<file path="src/rtl/ifu_prefetch_if.sv">
// Fetch-unit channels: redirect/reset PC, fetch CMD/RSP bus and decode delivery.
// The master modport is the fetch unit; the slave modport is core + instruction bus.
interface ifu_prefetch_if #(
    parameter int AW = 32,
    parameter int DW = 32
);
    logic [AW-1:0] i_reset_pc;
    logic          i_jump_valid;
    logic [AW-1:0] i_jump_pc;

    logic          o_cmd_valid;
    logic          i_cmd_ready;
    logic [AW-1:0] o_cmd_pc;

    logic          i_rsp_valid;
    logic          o_rsp_ready;
    logic          i_rsp_err;
    logic [DW-1:0] i_rsp_instr;

    logic          o_ins_valid;
    logic          i_ins_ready;
    logic [AW-1:0] o_ins_pc;
    logic [DW-1:0] o_ins_instr;
    logic          o_ins_err;

    modport master (
        input  i_reset_pc, i_jump_valid, i_jump_pc,
        input  i_cmd_ready, i_rsp_valid, i_rsp_err, i_rsp_instr, i_ins_ready,
        output o_cmd_valid, o_cmd_pc, o_rsp_ready,
        output o_ins_valid, o_ins_pc, o_ins_instr, o_ins_err
    );

    modport slave (
        output i_reset_pc, i_jump_valid, i_jump_pc,
        output i_cmd_ready, i_rsp_valid, i_rsp_err, i_rsp_instr, i_ins_ready,
        input  o_cmd_valid, o_cmd_pc, o_rsp_ready,
        input  o_ins_valid, o_ins_pc, o_ins_instr, o_ins_err
    );
endinterface

</file>
<file path="src/rtl/ifu_prefetch.sv">
// Sequential instruction prefetcher: credit-limited fetch issue, in-order response
// buffering, and jump redirect that flushes the buffer and drops stale responses.
module ifu_prefetch #(
    parameter int AW     = 32,
    parameter int DW     = 32,
    parameter int DEPTH  = 4,
    parameter int PC_INC = 4
) (
    input logic          clk,
    input logic          rst,
    ifu_prefetch_if.master bus
);
    localparam int PW = $clog2(DEPTH);
    localparam int CW = PW + 1;
    localparam logic [CW:0] DEPTH_C = (CW + 1)'(DEPTH);

    logic [AW-1:0] pc_reg;
    logic [CW-1:0] pend_reg;
    logic [CW-1:0] drop_reg;
    logic [CW-1:0] cnt_reg;
    logic          halted_reg;

    // PC of each outstanding request, in issue order
    logic [AW-1:0] pcq_mem [DEPTH];
    logic [PW-1:0] pcq_wr_reg;
    logic [PW-1:0] pcq_rd_reg;

    logic [AW-1:0] buf_pc_mem    [DEPTH];
    logic [DW-1:0] buf_instr_mem [DEPTH];
    logic          buf_err_mem   [DEPTH];
    logic [PW-1:0] buf_wr_reg;
    logic [PW-1:0] buf_rd_reg;

    logic [CW:0]   credit_used;
    logic          cmd_valid;
    logic          cmd_fire;
    logic          rsp_fire;
    logic          discard;
    logic          push;
    logic          ins_valid;
    logic          pop;
    logic [CW-1:0] pend_next;

    always_comb begin
        credit_used = {1'b0, pend_reg} + {1'b0, cnt_reg};
        cmd_valid   = !rst && !halted_reg && !bus.i_jump_valid && (credit_used < DEPTH_C);
        cmd_fire    = cmd_valid && bus.i_cmd_ready;
        // A response with nothing outstanding is a bus protocol error and is ignored
        rsp_fire    = bus.i_rsp_valid && (pend_reg != '0);
        discard     = rsp_fire && (drop_reg != '0);
        push        = rsp_fire && (drop_reg == '0) && !bus.i_jump_valid;
        ins_valid   = !rst && (cnt_reg != '0);
        pop         = ins_valid && bus.i_ins_ready && !bus.i_jump_valid;
        pend_next   = pend_reg + CW'(cmd_fire) - CW'(rsp_fire);
    end

    always_ff @(posedge clk) begin
        if (rst) begin
            pc_reg     <= bus.i_reset_pc;
            pend_reg   <= '0;
            drop_reg   <= '0;
            cnt_reg    <= '0;
            halted_reg <= 1'b0;
            pcq_wr_reg <= '0;
            pcq_rd_reg <= '0;
            buf_wr_reg <= '0;
            buf_rd_reg <= '0;
        end else begin
            pend_reg <= pend_next;
            if (cmd_fire) pcq_wr_reg <= pcq_wr_reg + 1'b1;
            if (rsp_fire) pcq_rd_reg <= pcq_rd_reg + 1'b1;

            if (bus.i_jump_valid) begin
                // Everything still in flight belongs to the old stream
                pc_reg     <= bus.i_jump_pc;
                drop_reg   <= pend_next;
                cnt_reg    <= '0;
                buf_rd_reg <= buf_wr_reg;
                halted_reg <= 1'b0;
            end else begin
                if (cmd_fire) pc_reg <= pc_reg + AW'(PC_INC);
                if (discard) drop_reg <= drop_reg - 1'b1;
                if (push) buf_wr_reg <= buf_wr_reg + 1'b1;
                if (pop) buf_rd_reg <= buf_rd_reg + 1'b1;
                cnt_reg <= cnt_reg + CW'(push) - CW'(pop);
                if (push && bus.i_rsp_err) halted_reg <= 1'b1;
            end
        end
    end

    always_ff @(posedge clk) begin
        if (cmd_fire) pcq_mem[pcq_wr_reg] <= pc_reg;
        if (push) begin
            buf_pc_mem[buf_wr_reg]    <= pcq_mem[pcq_rd_reg];
            buf_instr_mem[buf_wr_reg] <= bus.i_rsp_instr;
            buf_err_mem[buf_wr_reg]   <= bus.i_rsp_err;
        end
    end

    assign bus.o_cmd_valid = cmd_valid;
    assign bus.o_cmd_pc    = pc_reg;
    assign bus.o_rsp_ready = 1'b1;
    assign bus.o_ins_valid = ins_valid;
    assign bus.o_ins_pc    = buf_pc_mem[buf_rd_reg];
    assign bus.o_ins_instr = buf_instr_mem[buf_rd_reg];
    assign bus.o_ins_err   = buf_err_mem[buf_rd_reg];
endmodule

</file>
<file path="src/flat_wrapper.sv">
// flat-port wrapper written by rule: the top's interface ports become plain ports
module ifu_prefetch_flat 
#(
    parameter int AW     = 32,
    parameter int DW     = 32,
    parameter int DEPTH  = 4,
    parameter int PC_INC = 4
)
  (clk, rst, bus_i_reset_pc, bus_i_jump_valid, bus_i_jump_pc, bus_i_cmd_ready, bus_i_rsp_valid, bus_i_rsp_err, bus_i_rsp_instr, bus_i_ins_ready, bus_o_cmd_valid, bus_o_cmd_pc, bus_o_rsp_ready, bus_o_ins_valid, bus_o_ins_pc, bus_o_ins_instr, bus_o_ins_err);
  ifu_prefetch_if #(.AW(AW), .DW(DW)) bus_i ();
  input logic clk;
  input logic rst;
  input wire logic [$bits(bus_i.i_reset_pc)-1:0] bus_i_reset_pc;
  input wire logic [$bits(bus_i.i_jump_valid)-1:0] bus_i_jump_valid;
  input wire logic [$bits(bus_i.i_jump_pc)-1:0] bus_i_jump_pc;
  input wire logic [$bits(bus_i.i_cmd_ready)-1:0] bus_i_cmd_ready;
  input wire logic [$bits(bus_i.i_rsp_valid)-1:0] bus_i_rsp_valid;
  input wire logic [$bits(bus_i.i_rsp_err)-1:0] bus_i_rsp_err;
  input wire logic [$bits(bus_i.i_rsp_instr)-1:0] bus_i_rsp_instr;
  input wire logic [$bits(bus_i.i_ins_ready)-1:0] bus_i_ins_ready;
  output wire logic [$bits(bus_i.o_cmd_valid)-1:0] bus_o_cmd_valid;
  output wire logic [$bits(bus_i.o_cmd_pc)-1:0] bus_o_cmd_pc;
  output wire logic [$bits(bus_i.o_rsp_ready)-1:0] bus_o_rsp_ready;
  output wire logic [$bits(bus_i.o_ins_valid)-1:0] bus_o_ins_valid;
  output wire logic [$bits(bus_i.o_ins_pc)-1:0] bus_o_ins_pc;
  output wire logic [$bits(bus_i.o_ins_instr)-1:0] bus_o_ins_instr;
  output wire logic [$bits(bus_i.o_ins_err)-1:0] bus_o_ins_err;
  assign bus_i.i_reset_pc = bus_i_reset_pc;
  assign bus_i.i_jump_valid = bus_i_jump_valid;
  assign bus_i.i_jump_pc = bus_i_jump_pc;
  assign bus_i.i_cmd_ready = bus_i_cmd_ready;
  assign bus_i.i_rsp_valid = bus_i_rsp_valid;
  assign bus_i.i_rsp_err = bus_i_rsp_err;
  assign bus_i.i_rsp_instr = bus_i_rsp_instr;
  assign bus_i.i_ins_ready = bus_i_ins_ready;
  assign bus_o_cmd_valid = bus_i.o_cmd_valid;
  assign bus_o_cmd_pc = bus_i.o_cmd_pc;
  assign bus_o_rsp_ready = bus_i.o_rsp_ready;
  assign bus_o_ins_valid = bus_i.o_ins_valid;
  assign bus_o_ins_pc = bus_i.o_ins_pc;
  assign bus_o_ins_instr = bus_i.o_ins_instr;
  assign bus_o_ins_err = bus_i.o_ins_err;
  ifu_prefetch #(.AW(AW), .DW(DW), .DEPTH(DEPTH), .PC_INC(PC_INC)) u_core (.clk(clk), .rst(rst), .bus(bus_i));
endmodule
</file>
<file path="config.mk">
export PLATFORM = sky130hd
export DESIGN_NAME = ifu_prefetch_flat
export DESIGN_NICKNAME = d
export VERILOG_FILES = /design/src/rtl/ifu_prefetch_if.sv /design/src/rtl/ifu_prefetch.sv /design/src/flat_wrapper.sv
export SDC_FILE = /design/constraint.sdc
export NUM_CORES = 1
export LEC_CHECK = 0
export ABC_AREA = 1
export CAP_MARGIN = 10
export CELL_PAD_IN_SITES_DETAIL_PLACEMENT = 1
export CELL_PAD_IN_SITES_GLOBAL_PLACEMENT = 2
export CORE_AREA = 2 2 203 245
export CTS_CLUSTER_DIAMETER = 150
export DETAILED_ROUTE_END_ITERATION = 6
export DIE_AREA = 0 0 205 247
export HOLD_SLACK_MARGIN = 0.02
export PLACE_DENSITY = 0.89
export SYNTH_ARGS = -nofsm -noshare
export SYNTH_HDL_FRONTEND = slang
export SYNTH_SLANG_ARGS = --single-unit
</file>
<file path="constraint.sdc">
create_clock -name clk -period 6 [get_ports clk]
set_clock_uncertainty 0.05 [all_clocks]
set_input_delay 1.5 -clock clk [delete_from_list [all_inputs] [get_ports clk]]
set_output_delay 1.5 -clock clk [all_outputs]
set_load 0.005 [all_outputs]
</file>
==> implementation parameters, run 1 <==
Parameter                              Value

Synth
  Post-synthesis instance area    18,200 um2
  Top area cells in the synthesized netlist    sky130_fd_sc_hd__edfxtp_1 (69%), sky130_fd_sc_hd__nor2_1 (5.0%), sky130_fd_sc_hd__o21ai_0 (4.6%), sky130_fd_sc_hd__o22ai_1 (3.3%), sky130_fd_sc_hd__nand2_1 (3.2%)
  YS warnings    0
  Post-synth ARST share    0%
  Post-synthesis sequential area ratio    a little under three quarters
  Mean instance size in the synthesized netlist    12.3 um2
  Area share of the leading cell type in the synthesized netlist    a little over two thirds
  Synthesized flop and latch total    442
  Count of unique library cells instantiated by Yosys    39
  Top post-synthesis cells by count    sky130_fd_sc_hd__edfxtp_1 (420), sky130_fd_sc_hd__nor2_1 (242), sky130_fd_sc_hd__o21ai_0 (166), sky130_fd_sc_hd__nand2_1 (156), sky130_fd_sc_hd__o22ai_1 (97)
  Post-synthesis net count    1,602
  Number of synthesized flops with an enable pin    420
  Post-synthesis cell count    1,480
  Post-synthesis cell type with the largest combined area    sky130_fd_sc_hd__edfxtp_1
  Most numerous cell in the Yosys netlist    sky130_fd_sc_hd__edfxtp_1
  Commonest register cell after synthesis    sky130_fd_sc_hd__edfxtp_1

Detailed routing
  Detailed-router iteration count before antenna repair    5
  WL/cell    19.5 um
  Via total after detailed routing    ~12,000
  Number of vias per cell    5.09
  Number of remaining DRC errors    0
  DRT antenna net count    0
  First-iteration detailed-routing DRC count    641
  Wirelength, routed    roughly 46,000 um

Critical path
  Top cell family by delay on the critical path    buffers and inverters
  Critical Path AT    3200 ps
  Number of buffers and inverters on the critical path    2
  Max Fanout on Critical Path    93
  Maximum single-stage delay on the critical path    ~800 ps
  Crit path capture type    output port
  Slowest library cell on the worst path    sky130_fd_sc_hd__buf_4
  Element type at the critical path start    flop
  Cell Chain, Critical Path    buf_4 > o21ai_0 > o22ai_1 > clkdlybuf4s50_1
  Start of the worst register-to-register path    u_core.drop_reg[0]$_SDFFE_PP0P_
  Critical Path RT    4450 ps
  Start-to-end type of the worst setup path    flop to output port

Timing
  Max Freq    ~210 MHz
  Headroom to the max-slew limit    31.0%
  Setup repair after global routing missed its margin    false
  Final hold slack    around 430 ps
  Sum Neg Setup Slack    0 ps
  Final setup violation count    0
  Final clock period utilization by the worst path    79.2%
  Transition time of the tightest slew-check pin    ~1000 ps
  Max-slew violation count    0
  Shortest period the worst path allows    between 4000 and 5000 ps
  Final hold vios    0

Placement
  HPWL after detailed placement    slightly below 30,000 um
  Cell count after placement    2,264
  Number of port buffers    201
  Placed cell areas    ~21,000 um2
  Weighted congestion reported at the end of routability-driven placement    roughly 0.81

Global routing
  Number of antenna violations at the first check in global routing    0
  All-layer global routing usage    18.1%
  Number of global-route vias before repair    12,700
  Pin count of the biggest net entering global routing    94
  First-pass GRT wire length    70,600 um
  Congestion Overflow GR    0

Status
  Status    completed

Final layout
  Fill cell total of the finished layout    5,108
  Largest registers ranked by flip-flop count    u_core.buf_instr_mem: 128 flops, u_core.buf_pc_mem: 128 flops, u_core.pcq_mem: 128 flops
  Final non-filler cell total    2,348
  Layout cell share with drive strength beyond 1    8.30%
  Area occupied by registers    13,100 um2
  Total area of multi-input combinational cells    4470 um2
  Post-synthesis to final-layout area growth    22.5%
  Final design area excluding fillers    22,300 um2
  Diode insertion count for antenna repair    0
  Count of nets after finishing    1,797

Clock tree
  Clock buffers created by TritonCTS    46
  Number of buffers added to fix hold violations after cts    0
  CTS root buf    sky130_fd_sc_hd__clkbuf_16
  Largest buffer count on any clock path    3
  TritonCTS clock tree    built
  Worst skew pair latency    about 560 ps
  Cts repair resizes    0
  Buffer count from post-CTS setup fixing    0
  CTS H-Tree Depth    2
  Clock edge transition at the registers on the reported setup and hold paths    60 ps
  Clock net sink count    442

Die
  Placeable Area    48,600 um2
  Die X    205 um
  Initial core utilization    37.4%
  Die outline area    50,600 um2
  Number of placed I/O pins    203
  Vert. Die Dim    roughly 250 um
  Number of standard-cell rows in the floorplan    89

Power and ir drop
  Leakage power figure    7.73 nW
  VDD IR-drop max    0.204 mV
  Post-layout total power    0.00768 W
  Power density of the placed cells    345 nW/um2

Min path
  Worst hold-check path type    flop to flop
  Hold Startpoint    u_core.pcq_rd_reg[0]$_SDFFE_PP0P_

Flow run
  Max-cap violation count    0
==> cell type report <==
cell class | instances | share of cell area (%)
clock buffer | 68 | 5.91
clock inverter | 16 | 0.635
inverter | 82 | 1.39
multi-input combinational | 878 | 20.0
sequential | 442 | 58.6
tap | 637 | 3.58
timing repair buffer | 225 | 9.82
==> cells by family after synthesis <==
family	after synthesis	share of synthesized area [%]
AOI/OAI and AO/OA	333	10.0
xor gates and xnor gates	5	0.241
adders and majority gates	19	1.39
buffers and inverters	160	3.85
DFF	442	71.8
other	1	0.0206
and+or+nand+nor	520	12.6
==> per-layer routing <==
metal / share of wire [%] / GRT usage, %
met1: 41 / 21.4
met3: 4.8 / 3.26
met5: 0 / 0
met4: 2.2 / 5.42
met2: 52 / 33.3
==> worst paths after layout <==
kind | end | slack (ps) | cells after the start
setup / recovery | bus_o_ins_pc[18] | 1250 | 4
hold / removal | u_core.pcq_rd_reg[0]$_SDFFE_PP0P_ | 430 | 1
setup reg to reg | u_core.buf_instr_mem[1][3]$_DFFE_PP_ | 3240 | 7
hold reg to reg | u_core.pcq_rd_reg[0]$_SDFFE_PP0P_ | 430 | 1
==> report_power, final <==
| part | switching [W] | internal (W) |
|---|---|---|
| Sequential | 0.000111 | 0.00365 |
| Clock | 0.00115 | 0.00161 |
| Combinational | 0.000703 | 0.000453 |
==> worst reg2reg max path: stages, from the launching register on <==
cell,delay [ps]
sky130_fd_sc_hd__dfxtp_1,320
sky130_fd_sc_hd__inv_1,80
sky130_fd_sc_hd__ha_1,140
sky130_fd_sc_hd__nand2_1,110
sky130_fd_sc_hd__nor3_4,360
sky130_fd_sc_hd__inv_2,180
sky130_fd_sc_hd__nor2_4,670
sky130_fd_sc_hd__buf_4,470
==> placed cells by master, fill, tap and decap left out, drive strengths merged, types with 25 or more instances in the layout <==
master / count
nor2: 261
inv: 82
nand2: 171
clkdlybuf4s50: 200
buf: 25
nand3: 78
edfxtp: 420
clkbuf: 68
o22ai: 97
o21ai: 206
==> stage by stage <==
step                worst slack (ps)  util, %
floorplan                        765        -
global placement                1370     42.9
detailed placement              1360     42.9
CTS                             1160     45.9
global route                    1030     45.9
finish                          1250     45.9
Power figures use the tool's default switching activity.
==> run 2, diff against run 1 <==
Settings changed: CORE_AREA 2 2 203 245 to 2 2 212 255, DIE_AREA 0 0 205 247 to 0 0 214 257, PLACE_DENSITY 0.89 to 0.87.
Clock period 6 ns to 4.1 ns, I/O delays scaled along.
==> run 2 against run 1 <==
Register-to-register slack got worse by 1500 ps. Utilization shrank 2.8 points. Wire length up 2.7%. Cell count rose by 3.3%. Sequential share of layout area fell by 0.81 points. Critical path depth did not move. First-iteration DRC count is 8.0% lower. Hold slack improved by 4.6 ps. Critical endpoint unchanged. Largest cell class unchanged.
==> implementation parameters, run 2 (same netlist as run 1, synthesis figures left out) <==
Parameter                              Value

Status
  Status    completed

Power and ir drop
  Power density of the placed cells    504 nW/um2
  VDD IR-drop max    0.289 mV
  Leakage power figure    7.84 nW

Clock tree
  Clock net sink count    442
  TritonCTS clock tree    built
  Number of buffers added to fix hold violations after cts    0
  CTS H-Tree Depth    2
  CTS root buf    sky130_fd_sc_hd__clkbuf_16
  Clock buffers created by TritonCTS    46
  Worst skew pair latency    between 500 and 600 ps
  Cts repair resizes    0
  Buffer count from post-CTS setup fixing    0
  Clock edge transition at the registers on the reported setup and hold paths    60 ps
  Largest buffer count on any clock path    3

Global routing
  Congestion Overflow GR    0
  Pin count of the biggest net entering global routing    66
  Number of antenna violations at the first check in global routing    0
  Number of global-route vias before repair    13,200
  All-layer global routing usage    17.1%
  First-pass GRT wire length    73,300 um

Critical path
  Critical Path RT    3020 ps
  Max Fanout on Critical Path    65
  Start-to-end type of the worst setup path    flop to output port
  Slowest library cell on the worst path    sky130_fd_sc_hd__clkdlybuf4s50_1
  Crit path capture type    output port
  Cell Chain, Critical Path    buf_4 > o21ai_0 > o22ai_1 > clkdlybuf4s50_1
  Element type at the critical path start    flop
  Setup slack of the worst register-to-register path    1700 ps
  Maximum single-stage delay on the critical path    slightly below 600 ps
  Critical Path AT    between 2000 and 3000 ps

Die
  Number of standard-cell rows in the floorplan    92
  Die X    214 um
  Placeable Area    52,400 um2
  Vert. Die Dim    257 um
  Initial core utilization    34.7%
  Die outline area    55,000 um2
  Number of placed I/O pins    about 200

Flow run
  Max-cap violation count    0

Detailed routing
  First-iteration detailed-routing DRC count    between 500 and 600
  DRT antenna net count    0
  Number of remaining DRC errors    0
  WL/cell    19.4 um
  Number of vias per cell    4.97
  Wirelength, routed    47,000 um
  Detailed-router iteration count before antenna repair    5
  Via total after detailed routing    12,000

Timing
  Setup repair after global routing missed its margin    false
  Transition time of the tightest slew-check pin    1040 ps
  Shortest period the worst path allows    3830 ps
  Sum Neg Setup Slack    0 ps
  Headroom to the max-slew limit    30.8%
  Final hold vios    0
  Final setup violation count    0
  Final clock period utilization by the worst path    93.5%
  Final hold slack    434 ps
  Max-slew violation count    0
  Max Freq    261 MHz

Placement
  Number of port buffers    201
  HPWL after detailed placement    between 30,000 and 40,000 um
  Cell count after placement    about 2,300
  Placed cell areas    approximately 21,000 um2
  Weighted congestion reported at the end of routability-driven placement    0.796

Final layout
  Final design area excluding fillers    22,600 um2
  Highest-count cells in the layout ignoring fill and taps    sky130_fd_sc_hd__edfxtp_1 (420), sky130_fd_sc_hd__nor2_1 (234), sky130_fd_sc_hd__clkdlybuf4s50_1 (200)
  Final non-filler cell total    2,425
  Largest registers ranked by flip-flop count    u_core.buf_instr_mem: 128 flops, u_core.buf_pc_mem: 128 flops, u_core.pcq_mem: 128 flops
  Count of nets after finishing    1,809
  Most frequent standard cell in the layout excluding fill and tap cells    sky130_fd_sc_hd__edfxtp_1
  Layout cell share with drive strength beyond 1    9.07%
  Diode insertion count for antenna repair    0
  Post-synthesis to final-layout area growth    24.3%

Min path
  Worst hold-check path type    flop to flop
run 2: changes by cell type in the layout (fill, tap and decap cells not counted), moves of 2 or more:
cell and delta:
sky130_fd_sc_hd__buf_4 +3, sky130_fd_sc_hd__clkinv_4 -2, sky130_fd_sc_hd__bufinv_16 +2, sky130_fd_sc_hd__clkbuf_1 -5, sky130_fd_sc_hd__buf_12 +9, sky130_fd_sc_hd__clkinv_2 +3
run 2: power by group:
group | switching (W) | internal (W)
clock | 0.00169 | 0.00244
sequential | 0.000165 | 0.00535
combinational | 0.00105 | 0.000683
total | 0.00290 | 0.00847
run 2: routing by layer:
metal,global-route usage (%),up-vias,part of all wire [%],routed length [um]
li1,-,5719,-,-
met1,20.4,6009,42,19700
met2,31.4,251,52,24400
met3,3.19,65,4.0,1860
met4,4.90,0,2.2,1040
met5,0,-,0,0
run 2: path summary, 6_finish.rpt:
path,start,end,depth (start not counted)
worst max-delay path,flop,bus_o_ins_pc[18],4
worst min-delay path,u_core.halted_reg$_SDFFE_PP0P_,u_core.halted_reg$_SDFFE_PP0P_,2
worst max register to register,u_core.drop_reg[0]$_SDFFE_PP0P_,u_core.buf_pc_mem[2][3]$_DFFE_PP_,7
worst min register to register,u_core.halted_reg$_SDFFE_PP0P_,u_core.halted_reg$_SDFFE_PP0P_,2
run 2: final cells by class:
type | instances | area (um2)
Fill cell | 5507 | 29800
Clock buffer | 62 | 1280
Multi-Input combinational cell | 878 | 4470
Tap cell | 705 | 882
Clock inverter | 19 | 200
Inverter | 82 | 310
Timing Repair Buffer | 237 | 2390
Sequential cell | 442 | 13100
run 2: worst max-delay path, delay by kind of cell (launching register included):
kind | cells | cell delay, ps
flip-flops | 1 | 360
buffers and inverters | 2 | 1170
AO/OA/AOI/OAI | 2 | 600
run 2: metrics by stage:
| stage | util [%] | worst slack, ps | total power (W) |
|---|---|---|---|
| 2_1_floorplan | - | -660 | 0.00645 |
| 3_3_place_gp | 40.3 | 392 | 0.00727 |
| 3_5_place_dp | 40.3 | 378 | 0.00737 |
| 4_1_cts | 43.1 | 214 | 0.0115 |
| 5_1_grt | 43.1 | 171 | 0.0119 |
| 6_report | 43.1 | 267 | 0.0114 |
==> run 3, diff against run 2 <==
Settings changed: HOLD_SLACK_MARGIN 0.02 to unset.
==> results of run 3 <==
No change in the layout: final DEF, timing and power equal those of run 2.
==> edit: new RTL, config.mk and constraints of run 3 <==
`AW` is set to 32 in 3 places; all go to 16.
--- a/src/rtl/ifu_prefetch_if.sv
+++ b/src/rtl/ifu_prefetch_if.sv
@@ -2,5 +2,5 @@
 // The master modport is the fetch unit; the slave modport is core + instruction bus.
 interface ifu_prefetch_if #(
-    parameter int AW = 32,
+    parameter int AW = 16,
     parameter int DW = 32
 );
--- a/src/rtl/ifu_prefetch.sv
+++ b/src/rtl/ifu_prefetch.sv
@@ -2,5 +2,5 @@
 // buffering, and jump redirect that flushes the buffer and drops stale responses.
 module ifu_prefetch #(
-    parameter int AW     = 32,
+    parameter int AW     = 16,
     parameter int DW     = 32,
     parameter int DEPTH  = 4,
--- a/src/flat_wrapper.sv
+++ b/src/flat_wrapper.sv
@@ -2,5 +2,5 @@
 module ifu_prefetch_flat 
 #(
-    parameter int AW     = 32,
+    parameter int AW     = 16,
     parameter int DW     = 32,
     parameter int DEPTH  = 4,
Ports: changed (resized bus_i_jump_pc, bus_i_reset_pc, bus_o_cmd_pc and bus_o_ins_pc); port bits go from 203 to 139. The function was not compared with the original's and may differ.
==> edit against run 3 <==
- the run now ends with design-rule violations left
- routed wire length fell by 35%
- via count fell by 36%
- critical endpoint is now bus_o_ins_instr[17]
- sequential share of layout area fell by 0.84 points
- worst setup slack improved by 0.12 ns
- total power fell by 31%
- core utilization fell by 14 points
- cell area fell by 32%
- die area did not move
- sequential cell count fell by 144
- register-to-register slack improved by 0.04 ns
- clock power fell by 24%
- synthesized area fell by 34%
==> edit: results <==
[clock_tree]
clk-insertion-delay-late_ns = 0.55
cts.htree.levels = 1

[power_and_ir_drop]
clock_power_uw = 3130
p_sw_frac = 0.238
cellLeakagePower_uw = 0.00514
proportion_of_power_drawn_by_the_clock_network = 0.398

[run_status]
failed_checks = "design-rule violations"
outcome = "finished with violations"

[worst_setup_path]
crit-reg2reg-capture = "u_core.drop_reg[2]$_SDFFE_PP0P_"
timing.critical_path.fanout_max = 29
timing.reg2reg.worst_path_depth = 14

[synthesis]
mappedNetlistNets = 1033
synth.avg_cell_area_um2 = 12.6
yosys-top-cells-count = "sky130_fd_sc_hd__edfxtp_1 (276), sky130_fd_sc_hd__nor2_1 (169), sky130_fd_sc_hd__o21ai_0 (139), sky130_fd_sc_hd__nand2_1 (79), sky130_fd_sc_hd__o22ai_1 (65)"
synth_compound_area_frac = 0.108
synth_xor_xnor_area_share = 0.00147

[routing]
detail_route.drc_violations = 4
m1WireLength_um = 12900

[final_layout]
num-clock-buffers = 34
seq_area_mm2 = 0.00873
buffers_excl_clock = 155
syn_to_final_growth_pct = 28.6
fin_nets = 1174

[grt]
global_route.usage.met1 = 0.132
grt_use_met3 = 0.0170

[placed_design]
place_inst = 1756

[timing]
max-slew-margin-rel = 0.426
edit: cell count changes in the layout (fill, tap and decap cells not counted), sizes merged, moves of 7 or more:
| cell | delta |
|---|---|
| a21oi | -7 |
| inv | -23 |
| nand2 | -90 |
| nor2 | -89 |
| o21ai | -64 |
| clkbuf | -28 |
| edfxtp | -144 |
| nand3 | -54 |
| o21bai | -9 |
| clkdlybuf4s50 | -63 |
| buf | -19 |
| o22ai | -32 |
| a22o | +7 |
edit: worst max path at each step:
stage                     start  depth (start not counted)  slack, ns                              end
2_1_floorplan  bus_i_jump_valid                          4     -0.006  u_core.buf_err_mem[0]$_DFFE_PP_
3_3_place_gp                rst                         12       0.41     u_core.cnt_reg[2]$_SDFF_PP0_
3_5_place_dp                rst                         12       0.43     u_core.cnt_reg[2]$_SDFF_PP0_
4_1_cts                register                          5       0.28                 bus_o_ins_pc[13]
5_1_grt                register                          5       0.21                 bus_o_ins_pc[13]
6_report               register                          5       0.38              bus_o_ins_instr[17]
